[src/rtl/id_exe_pipe_if.sv]
// id_exe_pipe_if: ID-side and EXE-side handshake plus payload of the ID->EXE register.
// Latency: none, wires only.
// Backpressure: carries id_ready (upstream) and exe_ready (downstream).
interface id_exe_pipe_if #(
  parameter int DATA_W = 32,
  parameter int CTRL_W = 16,
  parameter int RN_W   = 5
);
  logic              id_valid;
  logic              id_ready;
  logic [CTRL_W-1:0] id_ctrl;
  logic [DATA_W-1:0] id_a;
  logic [DATA_W-1:0] id_b;
  logic [DATA_W-1:0] id_imm;
  logic [DATA_W-1:0] id_pc;
  logic [RN_W-1:0]   id_rn;

  logic              exe_valid;
  logic              exe_ready;
  logic [CTRL_W-1:0] exe_ctrl;
  logic [DATA_W-1:0] exe_a;
  logic [DATA_W-1:0] exe_b;
  logic [DATA_W-1:0] exe_imm;
  logic [DATA_W-1:0] exe_pc;
  logic [RN_W-1:0]   exe_rn;

  // The pipe register itself: consumes ID beats, produces EXE beats.
  modport slave (
    input  id_valid, id_ctrl, id_a, id_b, id_imm, id_pc, id_rn, exe_ready,
    output id_ready, exe_valid, exe_ctrl, exe_a, exe_b, exe_imm, exe_pc, exe_rn
  );

  // The surrounding pipeline: drives ID beats and the EXE consume strobe.
  modport master (
    output id_valid, id_ctrl, id_a, id_b, id_imm, id_pc, id_rn, exe_ready,
    input  id_ready, exe_valid, exe_ctrl, exe_a, exe_b, exe_imm, exe_pc, exe_rn
  );
endinterface

[src/rtl/id_exe_pipe.sv]
// id_exe_pipe: ID->EXE pipeline register, optional skid entry under macro ID_EXE_SKID_BUF_EN.
// Latency: one cycle from accept to exe_* outputs.
// Backpressure: exe_ready low holds main; with skid, id_ready is registered (!skid_valid), else !exe_valid || exe_ready.
module id_exe_pipe #(
  parameter int DATA_W = 32,
  parameter int CTRL_W = 16,
  parameter int RN_W   = 5
) (
  input  logic         clk,
  input  logic         clrn,
  id_exe_pipe_if.slave bus,
  input  logic         flush,
  output logic [15:0]  bubble_cnt
);

  typedef struct packed {
    logic [CTRL_W-1:0] ctrl;
    logic [DATA_W-1:0] a;
    logic [DATA_W-1:0] b;
    logic [DATA_W-1:0] imm;
    logic [DATA_W-1:0] pc;
    logic [RN_W-1:0]   rn;
  } beat_t;

  beat_t       w_in_beat;
  beat_t       w_src;
  logic        w_src_vld;
  logic        w_id_rdy;
  logic        w_accept;
  logic        w_main_free;

  logic        r_main_vld;
  beat_t       r_main;
  logic [15:0] r_bubble;

  assign w_in_beat   = {bus.id_ctrl, bus.id_a, bus.id_b, bus.id_imm, bus.id_pc, bus.id_rn};
  assign w_accept    = bus.id_valid && w_id_rdy;
  // Main may take a new beat when it is empty or its current beat leaves this edge.
  assign w_main_free = !r_main_vld || bus.exe_ready;
  assign bus.id_ready = w_id_rdy;

`ifdef ID_EXE_SKID_BUF_EN
  logic  r_skid_vld;
  beat_t r_skid;
  logic  r_id_rdy;
  logic  w_skid_vld_nxt;

  assign w_id_rdy  = r_id_rdy;
  // Skid beat is older than any input beat, so it always wins the main slot.
  assign w_src_vld = r_skid_vld || w_accept;
  assign w_src     = r_skid_vld ? r_skid : w_in_beat;

  // Next skid occupancy: drains when main frees, fills on an accept main cannot take.
  always_comb begin
    w_skid_vld_nxt = r_skid_vld;
    if (flush) begin
      w_skid_vld_nxt = 1'b0;
    end else if (r_skid_vld && w_main_free) begin
      w_skid_vld_nxt = 1'b0;
    end else if (w_accept && !w_main_free) begin
      w_skid_vld_nxt = 1'b1;
    end
  end

  // Skid storage; id_ready registered from next occupancy so it never sees exe_ready combinationally.
  always_ff @(posedge clk or negedge clrn) begin
    if (!clrn) begin
      r_skid_vld <= 1'b0;
      r_id_rdy   <= 1'b1;
      r_skid     <= '0;
    end else begin
      r_skid_vld <= w_skid_vld_nxt;
      r_id_rdy   <= !w_skid_vld_nxt;
      // Accept is only possible while the skid is empty, so a valid skid is never overwritten.
      if (!flush && w_accept && !w_main_free) begin
        r_skid <= w_in_beat;
      end
    end
  end
`else
  assign w_id_rdy  = w_main_free;
  assign w_src_vld = w_accept;
  assign w_src     = w_in_beat;
`endif

  // Main entry: flush only drops valid, payload keeps its last value.
  always_ff @(posedge clk or negedge clrn) begin
    if (!clrn) begin
      r_main_vld <= 1'b0;
      r_main     <= '0;
    end else if (flush) begin
      r_main_vld <= 1'b0;
    end else if (w_main_free) begin
      r_main_vld <= w_src_vld;
      if (w_src_vld) begin
        r_main <= w_src;
      end
    end
  end

  // Saturating count of edges where EXE sees no valid beat.
  always_ff @(posedge clk or negedge clrn) begin
    if (!clrn) begin
      r_bubble <= 16'd0;
    end else if (!r_main_vld && (r_bubble != 16'hFFFF)) begin
      r_bubble <= r_bubble + 16'd1;
    end
  end

  assign bus.exe_valid = r_main_vld;
  assign {bus.exe_ctrl, bus.exe_a, bus.exe_b, bus.exe_imm, bus.exe_pc, bus.exe_rn} = r_main;
  assign bubble_cnt = r_bubble;

endmodule

[src/flat_wrapper.sv]
// flat-port wrapper written by rule: the top's interface ports become plain ports
module id_exe_pipe_flat 
#(
  parameter int DATA_W = 32,
  parameter int CTRL_W = 16,
  parameter int RN_W   = 5
)
  (clk, clrn, flush, bubble_cnt, bus_id_valid, bus_id_ctrl, bus_id_a, bus_id_b, bus_id_imm, bus_id_pc, bus_id_rn, bus_exe_ready, bus_id_ready, bus_exe_valid, bus_exe_ctrl, bus_exe_a, bus_exe_b, bus_exe_imm, bus_exe_pc, bus_exe_rn);
  id_exe_pipe_if #(.DATA_W(DATA_W), .CTRL_W(CTRL_W), .RN_W(RN_W)) bus_i ();
  input  logic clk;
  input  logic clrn;
  input  logic flush;
  output logic [15:0] bubble_cnt;
  input wire logic [$bits(bus_i.id_valid)-1:0] bus_id_valid;
  input wire logic [$bits(bus_i.id_ctrl)-1:0] bus_id_ctrl;
  input wire logic [$bits(bus_i.id_a)-1:0] bus_id_a;
  input wire logic [$bits(bus_i.id_b)-1:0] bus_id_b;
  input wire logic [$bits(bus_i.id_imm)-1:0] bus_id_imm;
  input wire logic [$bits(bus_i.id_pc)-1:0] bus_id_pc;
  input wire logic [$bits(bus_i.id_rn)-1:0] bus_id_rn;
  input wire logic [$bits(bus_i.exe_ready)-1:0] bus_exe_ready;
  output wire logic [$bits(bus_i.id_ready)-1:0] bus_id_ready;
  output wire logic [$bits(bus_i.exe_valid)-1:0] bus_exe_valid;
  output wire logic [$bits(bus_i.exe_ctrl)-1:0] bus_exe_ctrl;
  output wire logic [$bits(bus_i.exe_a)-1:0] bus_exe_a;
  output wire logic [$bits(bus_i.exe_b)-1:0] bus_exe_b;
  output wire logic [$bits(bus_i.exe_imm)-1:0] bus_exe_imm;
  output wire logic [$bits(bus_i.exe_pc)-1:0] bus_exe_pc;
  output wire logic [$bits(bus_i.exe_rn)-1:0] bus_exe_rn;
  assign bus_i.id_valid = bus_id_valid;
  assign bus_i.id_ctrl = bus_id_ctrl;
  assign bus_i.id_a = bus_id_a;
  assign bus_i.id_b = bus_id_b;
  assign bus_i.id_imm = bus_id_imm;
  assign bus_i.id_pc = bus_id_pc;
  assign bus_i.id_rn = bus_id_rn;
  assign bus_i.exe_ready = bus_exe_ready;
  assign bus_id_ready = bus_i.id_ready;
  assign bus_exe_valid = bus_i.exe_valid;
  assign bus_exe_ctrl = bus_i.exe_ctrl;
  assign bus_exe_a = bus_i.exe_a;
  assign bus_exe_b = bus_i.exe_b;
  assign bus_exe_imm = bus_i.exe_imm;
  assign bus_exe_pc = bus_i.exe_pc;
  assign bus_exe_rn = bus_i.exe_rn;
  id_exe_pipe #(.DATA_W(DATA_W), .CTRL_W(CTRL_W), .RN_W(RN_W)) u_core (.clk(clk), .clrn(clrn), .bus(bus_i), .flush(flush), .bubble_cnt(bubble_cnt));
endmodule
[config.mk]
export PLATFORM = sky130hd
export DESIGN_NAME = id_exe_pipe_flat
export DESIGN_NICKNAME = d
export VERILOG_FILES = /design/src/rtl/id_exe_pipe_if.sv /design/src/rtl/id_exe_pipe.sv /design/src/flat_wrapper.sv
export SDC_FILE = /design/constraint.sdc
export NUM_CORES = 1
export LEC_CHECK = 0
export ABC_AREA = 1
export ABC_CLOCK_PERIOD_IN_PS = 4890
export CAP_MARGIN = 20
export CORE_UTILIZATION = 44
export CTS_CLUSTER_DIAMETER = 30
export CTS_CLUSTER_SIZE = 28
export DETAILED_ROUTE_END_ITERATION = 7
export GPL_ROUTABILITY_DRIVEN = 0
export HOLD_SLACK_MARGIN = 0.06
export PLACE_DENSITY = 0.85
export SLEW_MARGIN = 25
export SYNTH_ARGS = -nofsm -noshare
export SYNTH_HDL_FRONTEND = slang
export SYNTH_SLANG_ARGS = --single-unit
[constraint.sdc]
create_clock -name clk -period 4.89 [get_ports clk]
set_clock_uncertainty 0.1 [all_clocks]
set_input_delay 0.7335 -clock clk [delete_from_list [all_inputs] [get_ports clk]]
set_output_delay 0.7335 -clock clk [all_outputs]
set_load 0.005 [all_outputs]
==> qor.txt, run 1 <==
fin. max-slew vios: 0
worst-case setup margin in the final layout: 1712 ps
number of instances resized during post-cts repair: 0
DPL Wire Length: 13650 um
Worst Reg2Reg Path Length in Cells: 5
routed wire length per instance: 15.80 um
number of instances in the placed design: 1245
Final Hold Viols: 0
fmax: 0.3147 GHz
count of TritonRoute iterations in the first routing pass: 4
TNS Setup: 0 ps
post-layout power: 3.987 mW
wire length after detailed routing: 20170 um
final count of negative-setup-slack endpoints: 0
number of instances in the synthesized netlist: 782
launching element type of the critical path: primary input
H-Tree Level Count: 4
Finished Layout Cells: 1276
number of remaining DRC errors: 0
leakage power of the design: 5.137 nW
areal power density over the cells: 374.4 nW/um^2
master of the slowest instance on the critical path: sky130_fd_sc_hd__clkdlybuf4s50_1
reg-to-reg slack, setup: 2380 ps
number of violations reported at the end of detailed-routing iteration 0: 323
starting density of the core: 44.99%
final antenna diode count: 0
vertical die dimension: 126.4 um
clock-pin slew of the registers on the worst-case setup and hold paths: 60 ps
RSZ-0062 raised after global routing: no
last element of the critical path: bus_id_ready
first-pass GRT wire length: 31600 um
Yosys warning total: 0
Overflow after GRT: 0
Mean Syn Cell Area: 8.714 um^2
worst slew margin relative to its limit: 35.57%
status: completed
Global Route Usage Sum: 25.34%
CP Cell Sequence: clkdlybuf4s50_1 > or2_4 > clkdlybuf4s50_1
critical path required time: 4060 ps
CTS Root Buffer Type: sky130_fd_sc_hd__clkbuf_16
final antenna-violating net count: 0
highest fanout seen on the critical path: 58
fraction of the yosys area taken by sequential cells: 60.96%
row count: 45
number of buffers inserted during clock tree synthesis: 17
Setup crit end kind: output port
Reg-to-Reg End: u_core.bus.exe_b[17]$_DFFE_PN0P_
Avg Vias per Cell: 4.977
clk buf depth: 2
clock latency of the later-clocked register in the worst-skew pair: 420 ps
area of placed instances: 10060 um^2
type of the tightest min-delay check: in -> async
beginning of the worst register-to-register path: u_core.bus.exe_valid$_DFFE_PN0P_
CP Buf/Inv Count: 2
worst slack, placed: 1695 ps
maximum number of pins on one net before global-route repair: 151
x dimension of the die: 126.4 um
# hold bufs at CTS: 0
worst hold margin: 226.2 ps
Std-Cell Core Area: 15150 um^2
IO Port Bufs: 320
post-synthesis cell type count: 20
final clock period utilization by the worst path: 64.98%
number of fill cells in the layout: 1131
maximum vdd drop: 0.0002441 V
buffer count from post-CTS setup fixing: 0
nets: 1231
most used cell along the critical path: sky130_fd_sc_hd__clkdlybuf4s50_1
number of violations of the max-capacitance limit: 0
core occupancy in the finished layout: 70.30%
total vias in the final route: 6351
actual transition at the worst max-transition pin: 966.4 ps
fin area: 10650 um^2
P&R area growth vs syn: 56.26%
initial antenna violation count: 0
number of storage elements in the synthesis netlist: 166
Synth Net Count: 937
number of global-route vias before repair: 6146
source of the critical timing path: bus_exe_ready
num ports: 321
clock sinks: 166
family with the most delay on the worst path: buffers and inverters
synthesized area: 6814 um^2
Worst path max stage delay: 630 ps
CTS tree: done
fraction of layout instances using a drive strength above 1: 3.309%
type of the worst setup path: in -> out
number of logic stages on the critical path including buffering: 3
Data arrival, critical path: 2340 ps
Die Area: 15990 um^2
post-layout minimum cycle time: 3178 ps
[how the worst min path moves through the flow]
stage                                                    to
after global placement    u_core.bus.exe_pc[22]$_DFFE_PN0P_
after CTS                  u_core.bus.exe_b[26]$_DFFE_PN0P_
after floorplan            u_core.bubble_cnt[0]$_DFFE_PN0P_
after detailed placement  u_core.bus.exe_pc[24]$_DFFE_PN0P_
after global routing       u_core.bus.exe_b[26]$_DFFE_PN0P_
final                      u_core.bus.exe_b[26]$_DFFE_PN0P_
[final cells by class]
type	instances	area (um^2)	area share [%]
Clock buffer	24	471.7	4.430
Clock inverter	7	120.1	1.128
Inverter	11	41.29	0.3878
Multi-Input combinational cell	555	2359	22.15
Sequential cell	166	4154	39.01
Tap cell	188	235.2	2.209
Timing Repair Buffer	325	3267	30.68
[worst reg2reg max path, stage by stage (launching register included)]
cell,delay (ps)
sky130_fd_sc_hd__dfrtp_1,430
sky130_fd_sc_hd__inv_2,100
sky130_fd_sc_hd__or2_4,540
sky130_fd_sc_hd__buf_4,920
sky130_fd_sc_hd__nand3_1,230
sky130_fd_sc_hd__nand2_1,130
[metal layers]
layer / vias up / track usage (%) / wire [um]
met5: - / 0 / 0
met4: 0 / 11.62 / 667
met3: 41 / 6.959 / 1317
met2: 238 / 42.77 / 10230
met1: 2992 / 30.24 / 7950
li1: 3080 / - / -
[cell usage after synthesis]
cell | n | share of area (%)
sky130_fd_sc_hd__nand2_1 | 360 | 20
sky130_fd_sc_hd__dfrtp_1 | 166 | 61
sky130_fd_sc_hd__nand3_1 | 154 | 11
sky130_fd_sc_hd__buf_2 | 25 | 1.8
sky130_fd_sc_hd__nor2_1 | 20 | 1.1
sky130_fd_sc_hd__buf_4 | 11 | 1.2
sky130_fd_sc_hd__inv_1 | 10 | 0.55
sky130_fd_sc_hd__clkbuf_1 | 7 | 0.39
sky130_fd_sc_hd__buf_1 | 6 | 0.33
sky130_fd_sc_hd__nand3b_1 | 6 | 0.66
sky130_fd_sc_hd__xor2_1 | 4 | 0.51
sky130_fd_sc_hd__o21ai_0 | 3 | 0.22
sky130_fd_sc_hd__a21oi_1 | 2 | 0.15
sky130_fd_sc_hd__nand4_1 | 2 | 0.18
sky130_fd_sc_hd__buf_6 | 1 | 0.17
sky130_fd_sc_hd__ha_1 | 1 | 0.18
sky130_fd_sc_hd__inv_2 | 1 | 0.055
sky130_fd_sc_hd__nand2_4 | 1 | 0.17
sky130_fd_sc_hd__nor2_2 | 1 | 0.092
sky130_fd_sc_hd__or2_0 | 1 | 0.092
[power breakdown]
| group | switching (mW) | internal [mW] |
|---|---|---|
| Clock | 0.521 | 0.830 |
| Combinational | 0.359 | 0.557 |
| Sequential | 0.138 | 1.58 |
[cells by family after synthesis]
| kind of cell | count (synthesis) | synth area share [%] |
|---|---|---|
| DFF | 166 | 60.96 |
| buffers and inverters | 61 | 4.535 |
| AOI/OAI and AO/OA | 5 | 0.3672 |
| adders and majority gates | 1 | 0.1836 |
| xor gates and xnor gates | 4 | 0.5141 |
| and+or+nand+nor | 545 | 33.44 |
[cells in the final DEF (no fill, tap or decap), drive strengths merged]
cell,synthesis,final
nand3,154,154
nor2,21,21
ha,1,1
nand3b,6,6
dfrtp,166,166
inv,11,12
buf,43,6
bufinv,0,3
nand2,361,361
clkinv,0,2
a21oi,2,2
o21ai,3,3
clkbuf,7,24
or2,1,1
clkinvlp,0,1
clkdlybuf4s50,0,319
nand4,2,2
xor2,4,4
[flip-flops by register name, indices dropped and copies added (netlist names)]
register / cells
u_core.bus.exe_pc: 32
u_core.bus.exe_rn: 5
u_core.bus.exe_ctrl: 16
u_core.bubble_cnt: 16
u_core.bus.exe_valid: 1
u_core.bus.exe_imm: 32
u_core.bus.exe_b: 32
u_core.bus.exe_a: 32
No activity file was read; power rests on OpenSTA's default activity.
==> inputs of run 2 (changes only) <==
- ABC_CLOCK_PERIOD_IN_PS: 4890 -> 2900
- CORE_UTILIZATION: 44 -> 37
- PLACE_DENSITY: 0.85 -> 0.76
- clock period: 4.89 -> 2.9 ns (I/O delays scaled with it)
==> run 2 against run 1 <==
Clock power is 73% higher; power is 70% higher; utilization is 11 points lower; register-to-register slack got worse by 1600 ps; critical path depth unchanged; wire length fell by 0.83%; critical endpoint unchanged.
==> qor.txt, run 2 (synthesized netlist as in run 1, its figures left out) <==
Final Hold Viols: 0
clk buf depth: 2
num ports: 321
number of remaining DRC errors: 0
P&R area growth vs syn: 58.15%
areal power density over the cells: 627.2 nW/um^2
Worst path max stage delay: 470 ps
CP Cell Sequence: inv_2 > or2_4 > clkdlybuf4s50_1
number of buffers inserted during clock tree synthesis: 17
final antenna diode count: 0
worst slew margin relative to its limit: 38.82%
final clock period utilization by the worst path: 74.46%
type of the tightest min-delay check: reg -> reg
worst-case setup margin in the final layout: 740.8 ps
actual transition at the worst max-transition pin: 917.6 ps
routed wire length per instance: 15.14 um
number of violations of the max-capacitance limit: 0
post-layout minimum cycle time: 2159 ps
Std-Cell Core Area: 18020 um^2
final antenna-violating net count: 0
CTS Root Buffer Type: sky130_fd_sc_hd__clkbuf_16
maximum number of pins on one net before global-route repair: 150
number of fill cells in the layout: 1560
fraction of layout instances using a drive strength above 1: 4.029%
most used cells in the layout excluding fill and tap cells: sky130_fd_sc_hd__nand2_1, sky130_fd_sc_hd__clkdlybuf4s50_1, sky130_fd_sc_hd__dfrtp_1
clock-pin slew of the registers on the worst-case setup and hold paths: 60 ps
Die Area: 18960 um^2
row count: 49
CP Buf/Inv Count: 2
DPL Wire Length: 13520 um
RSZ-0062 raised after global routing: no
fin area: 10780 um^2
# hold bufs at CTS: 1
most common cell after layout, fill and taps aside: sky130_fd_sc_hd__nand2_1
Overflow after GRT: 0
clock sinks: 166
count of TritonRoute iterations in the first routing pass: 5
launching element type of the critical path: register
initial antenna violation count: 0
leakage power of the design: 5.170 nW
Data arrival, critical path: 1620 ps
x dimension of the die: 137.7 um
final count of negative-setup-slack endpoints: 0
clock latency of the later-clocked register in the worst-skew pair: 420 ps
Setup crit end kind: output port
Avg Vias per Cell: 4.786
first-pass GRT wire length: 30560 um
number of instances resized during post-cts repair: 0
number of global-route vias before repair: 5918
master of the slowest instance on the critical path: sky130_fd_sc_hd__clkdlybuf4s50_1
H-Tree Level Count: 4
CTS tree: done
Global Route Usage Sum: 20.78%
status: completed
vertical die dimension: 137.7 um
fmax: 0.4631 GHz
highest fanout seen on the critical path: 4
fin. max-slew vios: 0
number of violations reported at the end of detailed-routing iteration 0: 388
maximum vdd drop: 0.0003983 V
type of the worst setup path: reg -> out
buffer count from post-CTS setup fixing: 0
area of placed instances: 10170 um^2
worst slack, placed: 642.9 ps
IO Port Bufs: 320
starting density of the core: 37.80%
total vias in the final route: 6322
family with the most delay on the worst path: buffers and inverters
nets: 1235
wire length after detailed routing: 20000 um
critical path required time: 2370 ps
TNS Setup: 0 ps
run 2: cell types whose count changed in the layout (fill, tap and decap cells not counted), sizes merged:
cell / change
buf: +3
clkbuf: -7
clkinvlp: +3
dlygate4sd3: +1
inv: +4
run 2: cell type report:
class                           count  area, um^2  share of cell area (%)
Tap cell                          229       286.5                   2.659
Inverter                           11       41.29                  0.3831
Multi-Input combinational cell    555        2359                   21.89
Clock buffer                       17       425.4                   3.948
Timing Repair Buffer              329        3337                   30.96
Sequential cell                   166        4154                   38.55
Clock inverter                     14       173.9                   1.614
run 2: worst paths after layout:
kind | startpoint | to | slack [ps] | cells after the start
max | u_core.bus.exe_valid$_DFFE_PN0P_ | bus_id_ready | 740 | 3
min | u_core.bus.exe_b[8]$_DFFE_PN0P_ | u_core.bus.exe_b[8]$_DFFE_PN0P_ | 370 | 2
max reg2reg | u_core.bubble_cnt[0]$_DFFE_PN0P_ | u_core.bubble_cnt[14]$_DFFE_PN0P_ | 820 | 7
min reg2reg | u_core.bus.exe_b[8]$_DFFE_PN0P_ | u_core.bus.exe_b[8]$_DFFE_PN0P_ | 370 | 2
max in group asynchronous | clrn | u_core.bus.exe_pc[9]$_DFFE_PN0P_ | 1430 | 3
min in group asynchronous | clrn | u_core.bus.exe_b[10]$_DFFE_PN0P_ | 510 | 2
run 2: metrics by stage:
stage          total power [mW]  utilization, %  hold slack [ps]  cells
4_1_cts                   6.834           59.79            373.1   1321
3_5_place_dp              4.483           56.41            357.2   1289
5_1_grt                   7.111           59.79            382.2   1321
6_report                  6.759           59.79            369.2   1321
2_1_floorplan             3.370               -            39.41    782
3_3_place_gp              4.450           56.41            352.5   1289
run 2: where the power goes:
group,internal [mW],switching [mW],total (mW)
Combinational,0.949,0.595,1.54
Clock,1.36,0.968,2.33
Sequential,2.66,0.223,2.89
Total,4.97,1.79,6.76
run 2: tightest hold or removal path: stages, from the launching register on:
cell,delay (ps)
sky130_fd_sc_hd__dfrtp_1,340
sky130_fd_sc_hd__nand2_1,50
sky130_fd_sc_hd__nand2_1,40
run 2: routing by layer:
| metal | up-vias | part of all wire, % | GRT usage, % | wire [um] |
|---|---|---|---|---|
| met3 | 36 | 7.3 | 5.261 | 1459 |
| met5 | - | 0 | 0 | 0 |
| li1 | 3084 | - | - | - |
| met2 | 224 | 49 | 32.61 | 9764 |
| met4 | 0 | 3.1 | 10.14 | 620 |
| met1 | 2978 | 41 | 26.67 | 8154 |
